--- config.mk ---
export PLATFORM = sky130hd
export DESIGN_NAME = card_dealer
export DESIGN_NICKNAME = d
export VERILOG_FILES = /design/src/rtl/card_dealer.sv
export SDC_FILE = /design/constraint.sdc
export NUM_CORES = 1
export LEC_CHECK = 0
export BUFFER_PORTS_ARGS = -buffer_cell sky130_fd_sc_hd__buf_4
export CELL_PAD_IN_SITES_DETAIL_PLACEMENT = 0
export CELL_PAD_IN_SITES_GLOBAL_PLACEMENT = 2
export CORE_ASPECT_RATIO = 0.5
export CORE_MARGIN = 4
export CORE_UTILIZATION = 36
export CTS_CLUSTER_SIZE = 30
export DETAILED_ROUTE_END_ITERATION = 8
export PLACE_DENSITY = 0.72
export REMOVE_ABC_BUFFERS = 1
export SLEW_MARGIN = 20
export SYNTH_ARGS = -nofsm -noshare
export SYNTH_HDL_FRONTEND = slang
export SYNTH_SLANG_ARGS = --single-unit
export TNS_END_PERCENT = 50
--- constraint.sdc ---
create_clock -name clk -period 2.9 [get_ports clk]
set_input_delay 0.145 -clock clk [delete_from_list [all_inputs] [get_ports clk]]
set_output_delay 0.145 -clock clk [all_outputs]
set_load 0.01 [all_outputs]
--- src/rtl/card_dealer.sv ---
// Card dealer: draws ranks 1..13 from an external random source, rejecting
// exhausted ranks, and falls back to an ascending scan after repeated rejections.
module card_dealer #(
  parameter int MAX_COPIES = 4,
  parameter int RETRY_MAX  = 8
) (
  input  logic       clk,
  input  logic       rst,
  input  logic [3:0] rnd,
  input  logic       deal_req,
  input  logic       shuffle,
  output logic       card_valid,
  output logic [3:0] card_value,
  output logic       deal_err,
  output logic       busy,
  output logic [5:0] cards_left,
  output logic       deck_empty,
  output logic [1:0] o_dbg_state
);

  localparam int          RW        = (RETRY_MAX > 1) ? $clog2(RETRY_MAX) : 1;
  localparam logic [2:0]  MAXC      = 3'(MAX_COPIES);
  localparam logic [5:0]  DECK_SIZE = 6'(13 * MAX_COPIES);
  localparam logic [RW-1:0] RETRY_LAST = RW'(RETRY_MAX - 1);

  // Handshake: deal_req is a level sampled only while idle (busy=0); each
  // accepted request yields exactly one card_valid pulse or one deal_err pulse.
  typedef enum logic [1:0] {
    IDLE  = 2'd0,
    CHECK = 2'd1,
    SCAN  = 2'd2,
    DEAL  = 2'd3
  } state_t;

  state_t          r_state, w_next;
  logic [2:0]      r_used [13];
  logic [5:0]      r_cards_left;
  logic [3:0]      r_cand;
  logic [3:0]      r_scan_idx;
  logic [3:0]      r_taken;
  logic [RW-1:0]   r_retry;
  logic            r_card_valid;
  logic [3:0]      r_card_value;
  logic            r_deal_err;

  logic [15:0]     w_avail;
  logic            w_cand_ok;
  logic            w_scan_ok;
  logic            w_start;
  logic            w_retry_inc;
  logic            w_scan_start;
  logic            w_scan_inc;
  logic            w_take;
  logic [3:0]      w_take_rank;
  logic            w_fire;
  logic            w_err;

  // Indexed by rank; invalid ranks 0, 14 and 15 are never available.
  always_comb begin
    w_avail = '0;
    for (int r = 1; r <= 13; r++) begin
      w_avail[r] = (r_used[r-1] < MAXC);
    end
  end

  assign w_cand_ok = w_avail[r_cand];
  assign w_scan_ok = w_avail[r_scan_idx];

  always_ff @(posedge clk) begin
    if (rst) r_state <= IDLE;
    else     r_state <= w_next;
  end

  always_comb begin
    w_next       = r_state;
    w_start      = 1'b0;
    w_retry_inc  = 1'b0;
    w_scan_start = 1'b0;
    w_scan_inc   = 1'b0;
    w_take       = 1'b0;
    w_take_rank  = '0;
    w_fire       = 1'b0;
    w_err        = 1'b0;
    case (r_state)
      IDLE: begin
        if (deal_req) begin
          if (r_cards_left == '0) begin
            w_err = 1'b1;
          end else begin
            w_start = 1'b1;
            w_next  = CHECK;
          end
        end
      end
      CHECK: begin
        if (w_cand_ok) begin
          w_take      = 1'b1;
          w_take_rank = r_cand;
          w_next      = DEAL;
        end else if (r_retry == RETRY_LAST) begin
          w_scan_start = 1'b1;
          w_next       = SCAN;
        end else begin
          w_retry_inc = 1'b1;
        end
      end
      SCAN: begin
        if (w_scan_ok) begin
          w_take      = 1'b1;
          w_take_rank = r_scan_idx;
          w_next      = DEAL;
        end else begin
          w_scan_inc = 1'b1;
        end
      end
      DEAL: begin
        w_fire = 1'b1;
        w_next = IDLE;
      end
      default: w_next = IDLE;
    endcase
    // Shuffle aborts whatever is in flight, including a pending card_valid.
    if (shuffle) begin
      w_next       = IDLE;
      w_start      = 1'b0;
      w_retry_inc  = 1'b0;
      w_scan_start = 1'b0;
      w_scan_inc   = 1'b0;
      w_take       = 1'b0;
      w_fire       = 1'b0;
      w_err        = 1'b0;
    end
  end

  always_ff @(posedge clk) begin
    if (rst) begin
      for (int i = 0; i < 13; i++) r_used[i] <= '0;
      r_cards_left <= DECK_SIZE;
      r_cand       <= '0;
      r_scan_idx   <= '0;
      r_taken      <= '0;
      r_retry      <= '0;
      r_card_valid <= 1'b0;
      r_card_value <= '0;
      r_deal_err   <= 1'b0;
    end else begin
      r_card_valid <= w_fire;
      r_deal_err   <= w_err;
      if (shuffle) begin
        for (int i = 0; i < 13; i++) r_used[i] <= '0;
        r_cards_left <= DECK_SIZE;
      end else begin
        if (w_start) begin
          r_cand  <= rnd;
          r_retry <= '0;
        end
        if (w_retry_inc) begin
          r_cand  <= rnd;
          r_retry <= r_retry + 1'b1;
        end
        if (w_scan_start) r_scan_idx <= 4'd1;
        if (w_scan_inc)   r_scan_idx <= r_scan_idx + 4'd1;
        if (w_take) begin
          for (int i = 0; i < 13; i++) begin
            if (w_take_rank == 4'(i + 1)) r_used[i] <= r_used[i] + 3'd1;
          end
          r_cards_left <= r_cards_left - 6'd1;
          r_taken      <= w_take_rank;
        end
        if (w_fire) r_card_value <= r_taken;
      end
    end
  end

  assign card_valid  = r_card_valid;
  assign card_value  = r_card_value;
  assign deal_err    = r_deal_err;
  assign busy        = (r_state != IDLE);
  assign cards_left  = r_cards_left;
  assign deck_empty  = (r_cards_left == '0);
  assign o_dbg_state = r_state;

endmodule

# Word level (Yosys, flattened, before mapping)
# Memory sizes are Yosys's and may differ from the RTL's.
# Cells that the tools add are included.
# totals
mem_bits_rw	39
regBits	29
inputBits	8
mem_count	1
out_inout_bits	16
# classes
n_reduce_logical	12
eq_ne	21
n_mux	137
n_addsub	16
bitwise_logic	29
magnitude_cmp	15
# memory_table
memory	words	width	read_ports	rd_ports_with_merged_regs	wr	line_no	text
r_used	13	3	13	0	13	36	logic [2:0] r_used [13];
# ops
cell	n
$mux W1	93
$mux W3	28
$add A3 B1 Y3 const B	14
$lt A3 B3 Y1 const B	13
$or A1 B1 Y1	26
$eq A4 B4 Y1 const B	6
$mux W4	6
$eq A4 B3 Y1 const B	4
$lt A4 B5 Y1 const B	2
$mux W2	5
$bmux W1 S4	2
$eq A4 B2 Y1 const B	2
$pmux W2 S4	1
$pmux W4 S2	1
$reduce_and A2 Y1	4
$logic_not A6 Y1	1
$ne A2 B2 Y1 const B	3
$reduce_bool A2 Y1	3
$sub A6 B1 Y6 const B	1
$add A4 B1 Y4 const B	1
$eq A2 B2 Y1 const B	2
$eq A4 B1 Y1 const B	1
$reduce_and A4 Y1	1
$reduce_or A4 Y1	1
other kinds (7)	9

# Logic depth before layout (Yosys ltp)
# An unclocked memory read counts as a cell.
# logic_depth
ltp_word	13
mapped_depth	10
ltp_nobuf	8

# Worst setup path before layout
# Ideal clock, no wire load.
# synth_path
path_kind	register to register
start	register r_scan_idx[0]
end	memory r_used[12][0] (netlist: r_used[1][12]) (enable)
t_required_ns	2.575
arrival_time_ns	2.412
path_buffers	3
setup_slack_ns	0.163
stages_incl_launch_ff	10
cell_sequence	dfxtp_1 -> buf_2 -> mux4_2 -> a21oi_2 -> o21a_1 -> buf_2 -> a22oi_2 -> or3_1 -> buf_6 -> o21ai_1
# synth_rtl
element	line_no	text
start: declaration	39	logic [3:0] r_scan_idx;
start signal: assignment	162	if (w_scan_inc) r_scan_idx <= r_scan_idx + 4'd1;
end: declaration	36	

==> flow_summary.ini <==
[hold_path]
hold_end = r_cand[1]
hp-class = input pin to flop
worstHoldStart = rnd[1]
hold_path_depth = 3

[drt]
wl_per_cell_um = 16.9
drtAntennaViolNets = 0
wirelength_mm = 9.21
avgViaCountPerCell = 5.27
drc = 0
first_pass_iters = 4
via_count = 2868
drt_iter0_markers = 195

[global_route]
grt_pass1_wl_mm = 14.8
track_usage_pct = 15.8
grt_pass1_vias = 2760
antenna_found_initial = 0
overflow = 0
grt_max_degree = 25

[cts]
clock-sinks = 68
clkLatencyLatePin_ns = 0.33
numCtsBuffers = 9
ctsHoldBuffers = 0
clk_pin_slew_ns = 0.06
tritoncts = yes
cts_max_level = 3
cts_root_buffer = clkbuf_16
clock_path_buffers = 2

[synthesis]
async_flop_share_pct = 0
yosysTopAreaCellShare_pct = 29.0
yosys_warnings = 0
yosysMostFrequentCell = nor2_1
ys_types = 65
synth_area_leaders = edfxtp_1 (29%), dfxtp_1 (17%), ha_1 (7.7%)
yosysTopAreaCell = edfxtp_1
synthCells = 358
synth_edf_count = 36
synth-seq-cells = 68
synthTopCellsByCount = nor2_1 (47), edfxtp_1 (36), dfxtp_1 (32)
syn-cell-area_um2 = 3730
ys_seq_area_share_pct = 46.2
synth_area_per_cell_um2 = 10.4
synthFlopType = edfxtp_1

[setup_path]
crit_family = simple AND/OR/NAND/NOR gates
rrSetupSlack_ns = 0.08
r2r_end = r_used[1][12]
cp-end-kind = flop
r2r_start = r_used[0][17]
startpoint_type = flop
crit_path_start = r_used[0][17]
path_buf_inv = 0
crit_type = flop to flop
slowest_delay_ns = 0.48
r2r_cells = 7
crit_chain = mux4_2 > nand2b_4 > and3_4 > nor3_4 > a22oi_2 > or3_1 > o21ai_1
slowest_stage = mux4_2
path_max_fanout = 6
cp.depth = 7
critical_path_arrival_ns = 2.82
crit_required_ns = 2.90

[power_and_ir_drop]
p_comb_share_pct = 7.1
power_mw = 2.46
power_frac_seq_pct = 43.2
pwr-share-clk_pct = 49.7
p_per_area_nw_per_um2 = 540
p_sw_uw = 520
vdd_drop_max_mv = 0.293
p_int_mw = 1.94
power_leakage_nw = 1.83
swShare_pct = 21.1

[placement]
post-place-cells = 525
place_worst_setup_slack_ns = -0.112
dp_hpwl_mm = 6.96
place.gp.congestion = 0.831
io_buffers = 23

[layout]
syn_to_final_growth_pct = 22.4
diodes = 0
drive_above_1_share_pct = 23.5
postLayoutCoreUtil_pct = 46.8
instances_no_fill = 544
nets = 435

[timing]
worst_pin_slew_ns = 0.619
hold_viol = 0
rsz0062_at_grt = false
min_period_ns = 2.82
clock_skew_ns = 0.00499
setup_viol = 0
relSlewSlack_pct = 58.7
fin_ws_ns = 0.0807
post-route-period-util_pct = 97.2
fin_hold_ws_ns = 0.0514
fmax_ghz = 0.355
finalMaxSlewViolations = 0

[die]
rows = 25
die_w_um = 152
core_area_um2 = 9760
ios = 24
dieArea_um2 = 12200
start_util_pct = 38.2
fp.dieH_um = 80.0

[outcome]
status = complete, no violations

[run]
maxCapViolations = 0
[power by group through the flow]
| stage | Clock (mW) | Sequential (mW) | Combinational (mW) |
|---|---|---|---|
| finish | 1.23 | 1.06 | 0.174 |
| global route | 1.31 | 1.07 | 0.193 |
| CTS | 1.26 | 1.06 | 0.173 |
| detailed placement | 0 | 1.08 | 0.171 |
| global placement | 0 | 1.08 | 0.168 |
| floorplan | 0 | 1.08 | 0.103 |
[area by class of cell]
cell class                 instances  area [um^2]
clock inverter                     6          103
clock buffer                      10          229
multi-input combinational        249         1850
inverter                          21         78.8
tap                              135          169
fill                             927         5190
timing repair buffer              55          413
sequential                        68         1720
[worst min-delay path, stage by stage]
cell and delay (ns):
buf_4 0.08, mux2i_1 0.05, nor2_1 0.07
[placed cells by master, fill, tap and decap left out, types with 4 or more instances in the layout]
master,count
xnor2_1,13
nand2_1,22
xor2_1,4
o211ai_1,5
inv_1,21
nand2b_1,4
edfxtp_1,36
mux2i_1,19
buf_4,55
a21oi_1,8
o21ai_1,5
dfxtp_1,30
nor3_1,14
nand4_1,4
nor2_1,47
nand3_1,8
ha_1,23
nor2b_1,4
clkbuf_16,9
[repair_timing]
| item | in CTS | in global routing |
|---|---|---|
| pin swaps | 0 | 3 |
| endpoints found under the setup margin | 34 | 36 |
| hold endpoints to repair | 0 | 0 |
| buffers inserted | 0 | 3 |
| gates resized for setup | 4 | 6 |
[per-layer routing]
metal	vias to the layer above	GRT usage, %	part of all wire (%)
met5	-	0	0
met4	0	3.77	0.83
met3	10	5.36	6.3
met2	78	23.5	42
met1	1392	22.2	51
li1	1388	-	-
[per-stage QoR]
step	TNS [ns]	instance area (um^2)
floorplan	-1.16	3620
global placement	-2.34	4180
detailed placement	-2.04	4180
CTS	0	4520
global route	0	4560
finish	0	4560
[registers in the layout, indices dropped and copies added (netlist names)]
register	flops
card_valid	1
card_value	4
cards_left	6
deal_err	1
o_dbg_state	2
r_cand	4
r_retry	3
r_scan_idx	4
r_taken	4
r_used	39
[logic make-up after synthesis]
group,Yosys count,share of synthesized area (%)
multiplexers,23,6.88
AND/OR/NAND/NOR,132,18.9
flip-flops,68,46.2
AO/OA/AOI/OAI,54,11.3
buffers and inverters,41,5.03
XOR/XNOR,17,3.99
adder cells (fa/ha/maj),23,7.72
[how the worst max path moves through the flow]
stage | to | slack [ns]
final | r_used[1][12] | 0.08
after global routing | r_used[1][12] | 0.003
after CTS | r_used[1][14] | 0.04
after detailed placement | r_used[0][11] | -0.11
after global placement | r_used[0][10] | -0.15
after floorplan | r_used[1][12] | -0.12
No activity file was read; power rests on OpenSTA's default activity.
